File: config.mk
export PLATFORM = sky130hd
export DESIGN_NAME = uart_irq_ctrl_flat
export DESIGN_NICKNAME = d
export VERILOG_FILES = /design/src/rtl/uart_irq_ctrl_if.sv /design/src/rtl/uart_irq_ctrl.sv /design/src/flat_wrapper.sv
export SDC_FILE = /design/constraint.sdc
export NUM_CORES = 1
export LEC_CHECK = 0
export ABC_AREA = 1
export BUFFER_PORTS_ARGS = -buffer_cell sky130_fd_sc_hd__buf_2
export CAP_MARGIN = 20
export CORE_MARGIN = 4
export CORE_UTILIZATION = 44
export DETAILED_ROUTE_END_ITERATION = 6
export GPL_TIMING_DRIVEN = 0
export PLACE_DENSITY = 0.81
export SLEW_MARGIN = 20
export SYNTH_ARGS = -nofsm -noshare
export SYNTH_HDL_FRONTEND = slang
export SYNTH_SLANG_ARGS = --single-unit
File: constraint.sdc
create_clock -name clk_i -period 1.26 [get_ports clk_i]
set_input_delay 0.189 -clock clk_i [delete_from_list [all_inputs] [get_ports clk_i]]
set_output_delay 0.189 -clock clk_i [all_outputs]
set_load 0.02 [all_outputs]
File: src/rtl/uart_irq_ctrl_if.sv
// rtl/uart_irq_ctrl_if.sv - register-file/UART-core side signals of the interrupt sequencer
interface uart_irq_ctrl_if #(
  parameter int LOG_FIFO_DEPTH = 4
) ();
  logic [2:0]                irq_en_i;
  logic [1:0]                trg_level_i;
  logic                      bit_tick_i;
  logic                      lsr_err_i;
  logic                      rx_push_i;
  logic                      rx_pop_i;
  logic [LOG_FIFO_DEPTH:0]   rx_elem_i;
  logic [LOG_FIFO_DEPTH:0]   tx_elem_i;
  logic                      lsr_rd_i;
  logic                      iir_rd_i;
  logic                      thr_wr_i;
  logic [3:0]                iir_o;
  logic                      cti_o;
  logic                      irq_o;

  modport master (
    output irq_en_i, trg_level_i, bit_tick_i, lsr_err_i, rx_push_i, rx_pop_i,
           rx_elem_i, tx_elem_i, lsr_rd_i, iir_rd_i, thr_wr_i,
    input  iir_o, cti_o, irq_o
  );

  modport slave (
    input  irq_en_i, trg_level_i, bit_tick_i, lsr_err_i, rx_push_i, rx_pop_i,
           rx_elem_i, tx_elem_i, lsr_rd_i, iir_rd_i, thr_wr_i,
    output iir_o, cti_o, irq_o
  );
endinterface

File: src/rtl/uart_irq_ctrl.sv
// rtl/uart_irq_ctrl.sv - 16550-style interrupt latching, prioritisation and character timeout
module uart_irq_ctrl #(
  parameter int FIFO_DEPTH     = 16,
  parameter int LOG_FIFO_DEPTH = $clog2(FIFO_DEPTH),
  parameter int BITS_PER_CHAR  = 10,
  parameter int CTI_CHARS      = 4
) (
  input  logic          clk_i,
  input  logic          rst_n_i,
  uart_irq_ctrl_if.slave bus
);
  localparam int CTI_MAX = CTI_CHARS * BITS_PER_CHAR;
  localparam int TW      = $clog2(CTI_MAX + 1);
  localparam int EW      = LOG_FIFO_DEPTH + 1;

  localparam logic [3:0] IIR_RLS  = 4'b0110;
  localparam logic [3:0] IIR_RDA  = 4'b0100;
  localparam logic [3:0] IIR_CTI  = 4'b1100;
  localparam logic [3:0] IIR_THRE = 4'b0010;
  localparam logic [3:0] IIR_NONE = 4'b0001;

  logic [TW-1:0] timer_q, timer_d;
  logic          rls_q, rls_d;
  logic          cti_q, cti_d;
  logic          thre_q, thre_d;
  logic          thre_cond_q, thre_cond;
  logic [3:0]    iir_q, iir_d;
  logic          irq_q, irq_d;
  logic [EW-1:0] trig_cnt;
  logic          rx_empty;
  logic          rda;
  logic          timer_full;

  always_comb begin
    trig_cnt = EW'(1);
    case (bus.trg_level_i)
      2'b00:   trig_cnt = EW'(1);
      2'b01:   trig_cnt = EW'(4);
      2'b10:   trig_cnt = EW'(8);
      default: trig_cnt = EW'(14);
    endcase

    rx_empty   = (bus.rx_elem_i == '0);
    rda        = bus.irq_en_i[0] & (bus.rx_elem_i >= trig_cnt);
    timer_full = (timer_q == TW'(CTI_MAX));

    // Timer runs regardless of IER so re-enabling RDA/CTI does not restart it.
    timer_d = timer_q;
    if (bus.rx_push_i || bus.rx_pop_i || rx_empty) begin
      timer_d = '0;
    end else if (bus.bit_tick_i && !timer_full) begin
      timer_d = timer_q + 1'b1;
    end

    rls_d = rls_q;
    if (bus.lsr_err_i && bus.irq_en_i[2]) begin
      rls_d = 1'b1;
    end else if (bus.lsr_rd_i || !bus.irq_en_i[2]) begin
      rls_d = 1'b0;
    end

    cti_d = cti_q;
    if (bus.rx_pop_i || rx_empty || !bus.irq_en_i[0]) begin
      cti_d = 1'b0;
    end else if (timer_full) begin
      cti_d = 1'b1;
    end

    // Edge detect on "TX empty and enabled"; the IIR-read clear looks at the
    // code currently presented, so a fresh edge in the same cycle still wins
    // only if it was not the one being acknowledged.
    thre_cond = (bus.tx_elem_i == '0) & bus.irq_en_i[1];
    thre_d    = thre_q;
    if (bus.thr_wr_i || (bus.iir_rd_i && iir_q == IIR_THRE) || !bus.irq_en_i[1]) begin
      thre_d = 1'b0;
    end else if (thre_cond && !thre_cond_q) begin
      thre_d = 1'b1;
    end

    if (rls_q)       iir_d = IIR_RLS;
    else if (rda)    iir_d = IIR_RDA;
    else if (cti_q)  iir_d = IIR_CTI;
    else if (thre_q) iir_d = IIR_THRE;
    else             iir_d = IIR_NONE;

    irq_d = ~iir_d[0];
  end

  always_ff @(posedge clk_i or negedge rst_n_i) begin
    if (!rst_n_i) begin
      timer_q     <= '0;
      rls_q       <= 1'b0;
      cti_q       <= 1'b0;
      thre_q      <= 1'b0;
      thre_cond_q <= 1'b0;
      iir_q       <= IIR_NONE;
      irq_q       <= 1'b0;
    end else begin
      timer_q     <= timer_d;
      rls_q       <= rls_d;
      cti_q       <= cti_d;
      thre_q      <= thre_d;
      thre_cond_q <= thre_cond;
      iir_q       <= iir_d;
      irq_q       <= irq_d;
    end
  end

  assign bus.iir_o = iir_q;
  assign bus.cti_o = cti_q;
  assign bus.irq_o = irq_q;
endmodule

File: src/flat_wrapper.sv
// flat-port wrapper written by rule: the top's interface ports become plain ports
module uart_irq_ctrl_flat 
#(
  parameter int FIFO_DEPTH     = 16,
  parameter int LOG_FIFO_DEPTH = $clog2(FIFO_DEPTH),
  parameter int BITS_PER_CHAR  = 10,
  parameter int CTI_CHARS      = 4
)
  (clk_i, rst_n_i, bus_irq_en_i, bus_trg_level_i, bus_bit_tick_i, bus_lsr_err_i, bus_rx_push_i, bus_rx_pop_i, bus_rx_elem_i, bus_tx_elem_i, bus_lsr_rd_i, bus_iir_rd_i, bus_thr_wr_i, bus_iir_o, bus_cti_o, bus_irq_o);
  uart_irq_ctrl_if #(.LOG_FIFO_DEPTH(LOG_FIFO_DEPTH)) bus_i ();
  input  logic clk_i;
  input  logic rst_n_i;
  input wire logic [$bits(bus_i.irq_en_i)-1:0] bus_irq_en_i;
  input wire logic [$bits(bus_i.trg_level_i)-1:0] bus_trg_level_i;
  input wire logic [$bits(bus_i.bit_tick_i)-1:0] bus_bit_tick_i;
  input wire logic [$bits(bus_i.lsr_err_i)-1:0] bus_lsr_err_i;
  input wire logic [$bits(bus_i.rx_push_i)-1:0] bus_rx_push_i;
  input wire logic [$bits(bus_i.rx_pop_i)-1:0] bus_rx_pop_i;
  input wire logic [$bits(bus_i.rx_elem_i)-1:0] bus_rx_elem_i;
  input wire logic [$bits(bus_i.tx_elem_i)-1:0] bus_tx_elem_i;
  input wire logic [$bits(bus_i.lsr_rd_i)-1:0] bus_lsr_rd_i;
  input wire logic [$bits(bus_i.iir_rd_i)-1:0] bus_iir_rd_i;
  input wire logic [$bits(bus_i.thr_wr_i)-1:0] bus_thr_wr_i;
  output wire logic [$bits(bus_i.iir_o)-1:0] bus_iir_o;
  output wire logic [$bits(bus_i.cti_o)-1:0] bus_cti_o;
  output wire logic [$bits(bus_i.irq_o)-1:0] bus_irq_o;
  assign bus_i.irq_en_i = bus_irq_en_i;
  assign bus_i.trg_level_i = bus_trg_level_i;
  assign bus_i.bit_tick_i = bus_bit_tick_i;
  assign bus_i.lsr_err_i = bus_lsr_err_i;
  assign bus_i.rx_push_i = bus_rx_push_i;
  assign bus_i.rx_pop_i = bus_rx_pop_i;
  assign bus_i.rx_elem_i = bus_rx_elem_i;
  assign bus_i.tx_elem_i = bus_tx_elem_i;
  assign bus_i.lsr_rd_i = bus_lsr_rd_i;
  assign bus_i.iir_rd_i = bus_iir_rd_i;
  assign bus_i.thr_wr_i = bus_thr_wr_i;
  assign bus_iir_o = bus_i.iir_o;
  assign bus_cti_o = bus_i.cti_o;
  assign bus_irq_o = bus_i.irq_o;
  uart_irq_ctrl #(.FIFO_DEPTH(FIFO_DEPTH), .LOG_FIFO_DEPTH(LOG_FIFO_DEPTH), .BITS_PER_CHAR(BITS_PER_CHAR), .CTI_CHARS(CTI_CHARS)) u_core (.clk_i(clk_i), .rst_n_i(rst_n_i), .bus(bus_i));
endmodule
==> impl_metrics.yaml, run 1 <==
detailed_routing:
  drt_iter0_markers: 8
  first_pass_iters: 4
  route.detailed.drc: 0
  via_per_inst: 4.80
  route.met2.wl_um: 1020
  routed_wire_length_per_instance_um: 10.7
  route.vias.total: 878
  met1Wirelength_um: 827
  number_of_nets_with_antenna_violations_after_routing: 0
  top_layer_used: "met3"
  met3WireLength_um: 105
  totalWireLength_um: 1960
timing:
  fmax_mhz: 835
  hold_ws_ns: 0.103
  finalSetupViolations: 0
  slew_viol_final: 0
  final_period_minus_worst_setup_slack_ns: 1.20
  hold_vio_cnt_final: 0
  max_slew.worst_pin.slew_ns: 0.342
  timing.clock.skew_ns: 0.0101
  fin_crit_sh: 0.951
  relSlewSlack: 0.772
flow_run:
  drv_cap: 0
layout:
  nNetsFinal: 187
  finalInstanceArea_um2: 1170
  layoutNonFillerInstCount: 183
  flow.area_growth_from_synthesis_pct: 29.2
  drive_gt1_frac: 0.327
  n_antenna_cell: 0
  fillers: 194
global_route:
  grt_pass1_wl_um: 3380
  antenna_found_initial: 0
  grt_use_total: 0.158
  grt_start_max_net_pins: 16
  via_count_of_the_first_global_routing_pass: 848
  globalRouteOverflowTotal: 0
pwr:
  power_density_nw_per_um2: 822
  vdd.ir_drop.worst_v: 0.000396
  leakagePower_uw: 0.000619
synthesis:
  yosysSeqAreaShare: 0.416
  yosys_warnings: 0
  yosys_register_bits: 15
  synth_fp_nets: 150
  synthesis.area_per_instance_um2: 7.54
  mappedNetlistArea_um2: 905
  post_synth_inst_count: 120
  synth_top_area_share: 0.387
  count_of_cell_types_in_the_netlist: 19
  yosys.area.top_type: "sky130_fd_sc_hd__dfrtp_1"
  synth.top_cells.by_area: "sky130_fd_sc_hd__dfrtp_1 (39%), sky130_fd_sc_hd__nand2_1 (9.5%), sky130_fd_sc_hd__nor2_1 (9.5%), sky130_fd_sc_hd__inv_1 (8.7%), sky130_fd_sc_hd__ha_1 (8.3%)"
placement:
  place_inst: 176
  detailed_place_hpwl_um: 1530
  gp_routability_congestion: 0.823
  post_dp_cell_area_um2: 1080
  io_buffer_count: 29
floorplan:
  floorplan.rows: 16
  fp.coreArea_um2: 1960
  floorplan.initialDensity: 0.461
  die_x_um: 53.3
  die_area_um2: 2850
  die_h_um: 53.3
  floorplan.io_pins: 30
clock_network:
  clkLatencyLatePin_ns: 0.29
  clk_path_buf_depth: 2
  root_cell_of_the_clock_tree: "sky130_fd_sc_hd__clkbuf_4"
  cts-buffers-inserted: 3
  cts.clk_slew.worst_paths_ns: 0.10
  ctsHtreeMaxLevel: 1
  cts_tree: "yes"
  clock-sinks: 15
critical_path:
  worst_ep_required_time_ns: 1.43
  timing.setup.critical_path_class: "flop to flop"
  start_kind: "flop"
  crit_path_max_fanout: 4
  crit_path_end_kind: "flop"
  cp.arrival_ns: 1.37
hold_path:
  holdCritPathClass: "input pin to flop"
run_status:
  status: "completed"
## power breakdown
group | internal [µW] | switching [µW]
clock network | 120 | 163
registers | 500 | 7.15
logic | 72.2 | 98.0
## Yosys cell counts
cell type,number
sky130_fd_sc_hd__a21oi_1,2
sky130_fd_sc_hd__a21oi_2,1
sky130_fd_sc_hd__buf_4,1
sky130_fd_sc_hd__dfrtp_1,14
sky130_fd_sc_hd__dfstp_2,1
sky130_fd_sc_hd__ha_1,6
sky130_fd_sc_hd__inv_1,21
sky130_fd_sc_hd__inv_2,2
sky130_fd_sc_hd__nand2_1,23
sky130_fd_sc_hd__nand2_2,2
sky130_fd_sc_hd__nand3_1,8
sky130_fd_sc_hd__nand3_2,1
sky130_fd_sc_hd__nand3b_1,5
sky130_fd_sc_hd__nand4_1,4
sky130_fd_sc_hd__nor2_1,23
sky130_fd_sc_hd__nor2_2,2
sky130_fd_sc_hd__o21a_1,1
sky130_fd_sc_hd__o21ai_0,1
sky130_fd_sc_hd__xor2_1,2
## worst max-delay path: stages, from the launching register on
cell and delay, ns:
sky130_fd_sc_hd__dfrtp_1 0.40, sky130_fd_sc_hd__buf_4 0.15, sky130_fd_sc_hd__ha_2 0.19, sky130_fd_sc_hd__nand4_1 0.10, sky130_fd_sc_hd__xor2_1 0.19, sky130_fd_sc_hd__nor2_1 0.07
## routing by layer
layer | GRT usage | up-vias
li1 | - | 445
met1 | 0.175 | 408
met2 | 0.302 | 25
met3 | 0.0197 | 0
met4 | 0.0511 | 0
met5 | 0 | -
## final timing paths
| path | startpoint | slack, ns | endpoint | depth (start not counted) |
|---|---|---|---|---|
| worst max-delay path | u_core.timer_q[0] | 0.06 | u_core.timer_q[4] | 5 |
| worst min-delay path | bus_irq_en_i[2] | 0.10 | u_core.rls_q | 2 |
| worst max register to register | u_core.timer_q[0] | 0.06 | u_core.timer_q[4] | 5 |
| worst min register to register | u_core.rls_q | 0.45 | u_core.bus.iir_o[3] | 1 |
| max in group asynchronous | rst_n_i | 0.63 | u_core.bus.iir_o[0] | 2 |
| min in group asynchronous | rst_n_i | 0.34 | u_core.bus.irq_o | 2 |
## cells in the final DEF (no fill, tap or decap), drive strengths merged
cell,count
xor2,2
o21a,1
nand2,25
dlygate4sd3,1
ha,6
nand3,9
a21oi,3
dfrtp,14
inv,23
nor2,25
o21ai,1
clkbuf,3
dfstp,1
clkinvlp,1
nand4,4
buf,32
nand3b,5
## registers in the layout (all words and copies together) (netlist names)
signal	flops
u_core.timer_q	6
u_core.bus.iir_o	4
u_core.bus.cti_o	1
u_core.bus.irq_o	1
u_core.rls_q	1
u_core.thre_cond_q	1
u_core.thre_q	1
## through the flow
| step | power [µW] | setup slack, ns | setup TNS, ns | utilization |
|---|---|---|---|---|
| after floorplan | 599 | 0.0762 | 0 | - |
| after global placement | 669 | -0.0530 | -0.0830 | 0.552 |
| after detailed placement | 677 | -0.107 | -0.347 | 0.552 |
| after CTS | 963 | 0.000657 | 0 | 0.583 |
| after global routing | 1020 | -0.0171 | -0.0171 | 0.596 |
| final | 960 | 0.0622 | 0 | 0.596 |
## cell type report
cell class	instances	area [µm²]	area share
clock inverters	1	7.51	0.00642
well taps	27	33.8	0.0289
multi-input cells	81	464	0.397
plain buffers	1	7.51	0.00642
clock buffers	3	22.5	0.0193
flip-flops and latches	15	377	0.322
inverters	23	86.3	0.0739
repair buffers	32	170	0.146
## what timing repair did
item | 4_1_cts | 5_1_grt
hold endpoints to repair | 14 | 0
hold buffers | 1 | 0
pin swaps | 3 | 3
resized for setup | 2 | 8
endpoints found under the setup margin | 5 | 5
setup buffers | 2 | 0
## logic make-up (layout without fill, tap and decap cells)
group | after synthesis | count (layout) | share of synthesized area
AND/OR/NAND/NOR | 68 | 68 | 0.343
buffers and inverters | 24 | 60 | 0.104
flip-flops | 15 | 15 | 0.416
adder cells (fa/ha/maj) | 6 | 6 | 0.0830
AO/OA/AOI/OAI | 5 | 5 | 0.0346
XOR/XNOR | 2 | 2 | 0.0194
Power figures use the tool's default switching activity.
==> inputs of run 2 (changes only) <==
--- a/config.mk
+++ b/config.mk
@@ -8,8 +8,10 @@
 export ABC_AREA = 1
 export BUFFER_PORTS_ARGS = -buffer_cell sky130_fd_sc_hd__buf_2
 export CAP_MARGIN = 20
+export CELL_PAD_IN_SITES_DETAIL_PLACEMENT = 1
+export CELL_PAD_IN_SITES_GLOBAL_PLACEMENT = 1
 export CORE_MARGIN = 4
-export CORE_UTILIZATION = 44
+export CORE_UTILIZATION = 31
 export DETAILED_ROUTE_END_ITERATION = 6
 export GPL_TIMING_DRIVEN = 0
 export PLACE_DENSITY = 0.81
==> run 2 against run 1 <==
Net effect: routed wire length grew 29%; total power grew 2.8%; design area grew 2.9%; first-iteration DRC count is the same; flip-flop and latch count is the same; clock skew grew 0.0039 ns; maximum frequency shrank 0.92%; utilization shrank 16 points; non-clock buffer count grew 3; global-route usage shrank 1.3 points; clock power grew 5%; sequential share of layout area shrank 0.91 points.
==> impl_metrics.yaml, run 2 (synthesis gave the netlist of run 1 again) <==
critical_path:
  start_kind: "flop"
  cp.arrival_ns: 1.42
  worstRegToRegCells: 5
  critPathMaxStageDelay_ns: 0.40
  cp_top_family: "flip-flops"
  crit_path_max_fanout: 4
  timing.setup.critical_path_class: "flop to flop"
  timing.critical_path.slowest_stage_cell: "sky130_fd_sc_hd__dfrtp_1"
  cp_cell_sequence: "buf_6 -> ha_2 -> nand4_1 -> xor2_1 -> nor2_1"
  worst_ep_required_time_ns: 1.47
  crit_path_end_kind: "flop"
  cp_num_buf_inv: 1
  number_of_cells_on_the_critical_path: 5
layout:
  flow.area_growth_from_synthesis_pct: 32.9
  largest_register_ff_count: 6
  fillers: 361
  finalCoreUtilization: 0.432
  top_register: "u_core.timer_q"
  drive_gt1_frac: 0.346
  nNetsFinal: 190
  finalInstanceArea_um2: 1200
  most_frequent_standard_cell_in_the_layout_excluding_fill_and_tap_cells: "sky130_fd_sc_hd__buf_2"
  layout_common_cells: "sky130_fd_sc_hd__buf_2 (29), sky130_fd_sc_hd__nor2_1 (22), sky130_fd_sc_hd__nand2_1 (22)"
  n_antenna_cell: 0
detailed_routing:
  number_of_nets_with_antenna_violations_after_routing: 0
  via_per_inst: 4.80
  first_pass_iters: 3
  route.vias.total: 912
  routed_wire_length_per_instance_um: 13.3
  drt_iter0_markers: 8
  route.detailed.drc: 0
  totalWireLength_um: 2520
pwr:
  share_clk_of_total_power: 0.302
  power.share.sequential: 0.515
  leakagePower_uw: 0.000636
  power_density_nw_per_um2: 821
  p_int_uw: 700
  sw_frac_of_total: 0.291
  p_sw_uw: 288
  vdd.ir_drop.worst_v: 0.000416
  power.combinational.fraction: 0.183
clock_network:
  cts_tree: "yes"
  cts.clk_slew.worst_paths_ns: 0.10
  clkLatencyLatePin_ns: 0.31
  root_cell_of_the_clock_tree: "sky130_fd_sc_hd__clkbuf_4"
  cts-buffers-inserted: 3
  clock-sinks: 15
  ctsHtreeMaxLevel: 1
  clk_path_buf_depth: 2
timing:
  hold_vio_cnt_final: 0
  hold_ws_ns: 0.108
  timing.clock.skew_ns: 0.0140
  fmax_mhz: 827
  finalSetupViolations: 0
  relSlewSlack: 0.779
  max_slew.worst_pin.slew_ns: 0.332
  fin_crit_sh: 0.959
  final_period_minus_worst_setup_slack_ns: 1.21
  slew_viol_final: 0
  rsz0062_at_grt: "true"
  tns_setup_ns: 0
global_route:
  grt_start_max_net_pins: 16
  globalRouteOverflowTotal: 0
  grt_pass1_wl_um: 3980
  grt_use_total: 0.145
  antenna_found_initial: 0
  via_count_of_the_first_global_routing_pass: 959
placement:
  io_buffer_count: 29
  detailed_place_hpwl_um: 1950
  post_dp_cell_area_um2: 1090
  gp_routability_congestion: 0.838
floorplan:
  floorplan.initialDensity: 0.325
  floorplan.io_pins: 30
  floorplan.rows: 19
  fp.coreArea_um2: 2780
  die_area_um2: 3850
  die_h_um: 62.0
  die_x_um: 62.0
flow_run:
  drv_cap: 0
hold_path:
  min_delay_path_depth: 2
  holdCritPathClass: "input pin to flop"
run_status:
  status: "completed"
## run 2: layer usage
layer | part of all wire | global-route usage | vias up
met5 | 0 | 0 | -
met4 | 0.032 | 0.0727 | 0
met3 | 0.038 | 0.0331 | 7
met2 | 0.55 | 0.278 | 23
met1 | 0.38 | 0.143 | 433
li1 | - | - | 449
## run 2: metrics by stage
step                total power [µW]  cells  setup slack [ns]
CTS                              978    187           0.00636
global placement                 672    180           -0.0886
global route                    1030    190           -0.0166
floorplan                        599    120            0.0762
finish                           987    190            0.0511
detailed placement               685    180            -0.150
## run 2: layout make-up
type | instances | area [µm²] | area share
tap | 31 | 38.8 | 0.0323
multi-input combinational | 81 | 470 | 0.391
sequential | 15 | 377 | 0.313
inverter | 23 | 86.3 | 0.0718
clock buffer | 4 | 26.3 | 0.0219
buffer | 1 | 7.51 | 0.00624
timing repair buffer | 35 | 196 | 0.163
## run 2: final timing paths
| kind | startpoint | to | slack (ns) |
|---|---|---|---|
| max | u_core.timer_q[1] | u_core.timer_q[4] | 0.05 |
| min | bus_irq_en_i[2] | u_core.rls_q | 0.11 |
| max reg2reg | u_core.timer_q[1] | u_core.timer_q[4] | 0.05 |
| min reg2reg | u_core.rls_q | u_core.bus.iir_o[3] | 0.47 |
| max in group asynchronous | rst_n_i | u_core.bus.iir_o[0] | 0.65 |
| min in group asynchronous | rst_n_i | u_core.timer_q[1] | 0.31 |
## run 2: timing repair
item / CTS / global route
endpoints found under the hold margin: 14 / 0
buffers inserted: 2 / 3
resized for setup: 4 / 9
hold buffers: 1 / 0
pin swaps: 0 / 5
endpoints found under the setup margin: 5 / 6
## run 2: power groups by stage
stage	Combinational, µW	Clock [µW]	Sequential (µW)
final	181	298	508
after global placement	155	0	517
after detailed placement	167	0	519
after floorplan	65.4	0	533
after CTS	176	294	508
after global routing	208	316	509
==> inputs of run 3 (changes only) <==
==> constraint.sdc (replaced) <==
create_clock -name clk_i -period 1.26 [get_ports clk_i]
set_input_delay 0 -clock clk_i [delete_from_list [all_inputs] [get_ports clk_i]]
set_output_delay 0 -clock clk_i [all_outputs]
set_load 0.02 [all_outputs]
==> run 3 against run 2 <==
Net effect: highest routed layer unchanged; critical path depth unchanged; utilization increased by 2.6 points; routed wire length increased by 5.1%; flip-flop and latch count unchanged; sequential share of layout area decreased by 1.8 points; the run now ends with hold timing left; clock power about the same; count of clock-buffer cells in the layout unchanged; critical endpoint unchanged; non-clock buffer count increased by 7; largest power group unchanged; largest cell class unchanged; clock skew decreased by 0.0059 ns.
==> impl_metrics.yaml, run 3 (synthesis gave the netlist of run 1 again) <==
clock_network:
  clock-sinks: 15
  root_cell_of_the_clock_tree: "sky130_fd_sc_hd__clkbuf_4"
  cts-buffers-inserted: 3
  ctsHtreeMaxLevel: 1
  clk_path_buf_depth: 2
  cts_tree: "yes"
  cts.clk_slew.worst_paths_ns: 0.10
  clkLatencyLatePin_ns: 0.31
critical_path:
  start_kind: "flop"
  number_of_cells_on_the_critical_path: 5
  cp_num_buf_inv: 1
  worstReg2RegStart: "u_core.timer_q[1]"
  timing.critical_path.slowest_stage_cell: "sky130_fd_sc_hd__dfrtp_1"
  cp.arrival_ns: 1.40
  crit_path_end_kind: "flop"
  worstRegToRegCells: 5
  critPathMaxStageDelay_ns: 0.38
  cp_top_family: "flip-flops"
  worst_ep_required_time_ns: 1.47
  r2r_setup_slack_ns: 0.07
  cp_cell_sequence: "buf_4 -> ha_2 -> nand4_1 -> xor2_1 -> nor2_1"
  cp-startpoint: "u_core.timer_q[1]"
  r2r_end: "u_core.timer_q[4]"
  crit_path_end: "u_core.timer_q[4]"
  timing.setup.critical_path_class: "flop to flop"
  crit_path_max_fanout: 4
detailed_routing:
  number_of_nets_with_antenna_violations_after_routing: 0
  totalWireLength_um: 2650
  first_pass_iters: 4
  route.met2.wl_um: 1480
  met3WireLength_um: 99
  top_layer_used: "met4"
  routed_wire_length_per_instance_um: 13.5
  route.vias.total: 929
  via_per_inst: 4.72
  route.detailed.drc: 0
  met1Wirelength_um: 984
  drt_iter0_markers: 26
layout:
  layout_common_cells: "sky130_fd_sc_hd__buf_2 (29), sky130_fd_sc_hd__nor2_1 (22), sky130_fd_sc_hd__nand2_1 (22)"
  n_antenna_cell: 0
  largest_register_ff_count: 6
  flow.area_growth_from_synthesis_pct: 40.9
  layoutNonFillerInstCount: 197
  drive_gt1_frac: 0.331
  nNetsFinal: 197
  top_register: "u_core.timer_q"
  most_frequent_standard_cell_in_the_layout_excluding_fill_and_tap_cells: "sky130_fd_sc_hd__buf_2"
  finalCoreUtilization: 0.458
timing:
  slew_viol_final: 0
  hold_ws_ns: -0.00180
  rsz0062_at_grt: "true"
  max_slew.worst_pin.slew_ns: 0.335
  fmax_mhz: 837
  fin_crit_sh: 0.948
  finalWorstSetupSlack_ns: 0.0659
  timing.clock.skew_ns: 0.00813
  final_period_minus_worst_setup_slack_ns: 1.19
  relSlewSlack: 0.777
  finalSetupViolations: 0
  hold_vio_cnt_final: 1
global_route:
  grt_use_total: 0.156
  globalRouteOverflowTotal: 0
  grt_start_max_net_pins: 16
  antenna_found_initial: 0
  via_count_of_the_first_global_routing_pass: 1012
  grt_pass1_wl_um: 4260
pwr:
  power.combinational.fraction: 0.198
  power_density_nw_per_um2: 791
  share_clk_of_total_power: 0.299
  p_sw_uw: 295
  power.share.sequential: 0.503
  vdd.ir_drop.worst_v: 0.000582
  sw_frac_of_total: 0.292
  p_int_uw: 714
  leakagePower_uw: 0.000666
placement:
  place_inst: 180
  gp_routability_congestion: 0.838
  placement.setup.worst_slack_ns: -0.150
  detailed_place_hpwl_um: 1950
  io_buffer_count: 29
floorplan:
  floorplan.rows: 19
  die_h_um: 62.0
  die_x_um: 62.0
  die_area_um2: 3850
  fp.coreArea_um2: 2780
  floorplan.initialDensity: 0.325
  floorplan.io_pins: 30
hold_path:
  holdCritPathClass: "input pin to flop"
run_status:
  status: "finished with violations"
  failed_checks: "hold timing"
flow_run:
  drv_cap: 0
## run 3: changes by cell type in the layout (fill, tap and decap cells not counted)
cell                            previous run  this run
sky130_fd_sc_hd__dlygate4sd3_1             1         9
sky130_fd_sc_hd__buf_6                     1         0
sky130_fd_sc_hd__a21oi_2                   1         2
sky130_fd_sc_hd__a21oi_1                   2         1
## run 3: worst register-to-register path, cell delays in order, from the launching register on
cell                      delay (ns)
sky130_fd_sc_hd__dfrtp_1        0.38
sky130_fd_sc_hd__buf_4          0.14
sky130_fd_sc_hd__ha_2           0.19
sky130_fd_sc_hd__nand4_1        0.12
sky130_fd_sc_hd__xor2_1         0.21
sky130_fd_sc_hd__nor2_1         0.05
## run 3: worst min-delay path by stage
stage,startpoint,endpoint,slack [ns],cells after the start
floorplan,rst_n_i,u_core.bus.cti_o,-0.30,0
global placement,rst_n_i,u_core.rls_q,-0.08,1
detailed placement,rst_n_i,u_core.thre_q,-0.08,1
CTS,bus_lsr_rd_i,u_core.rls_q,0.01,3
global route,bus_lsr_rd_i,u_core.rls_q,0.02,3
finish,bus_lsr_rd_i,u_core.rls_q,-0.002,3
## run 3: final cells by class
cell class,count,area (µm²)
fillers,356,1510
multi-input cells,81,474
flip-flops and latches,15,377
repair buffers,42,265
inverters,23,86.3
well taps,31,38.8
clock buffers,4,26.3
plain buffers,1,7.51
## run 3: through the flow
| stage | cell area (µm²) | total power (µW) | TNS [ns] |
|---|---|---|---|
| after floorplan | 905 | 599 | 0 |
| after global placement | 1090 | 672 | -0.184 |
| after detailed placement | 1090 | 685 | -0.483 |
| after CTS | 1230 | 994 | 0 |
| after global routing | 1270 | 1050 | -0.0444 |
| final | 1270 | 1010 | 0 |
## run 3: power groups by stage
stage               registers [µW]  clock network, µW  logic (µW)
floorplan                      533                  0        65.4
global placement               517                  0         155
detailed placement             519                  0         167
CTS                            508                294         192
global route                   509                313         229
finish                         507                301         200
## run 3: layer usage
layer,vias up,global-route usage
li1,461,-
met1,437,0.147
met2,23,0.311
met3,8,0.0331
met4,0,0.0727
met5,-,0
## run 3: what timing repair did
item | CTS | global route
setup endpoints to repair | 5 | 7
endpoints found under the hold margin | 20 | 1
pin swaps | 0 | 5
resized for setup | 4 | 9
buffers inserted | 2 | 2
hold buffers | 9 | 1
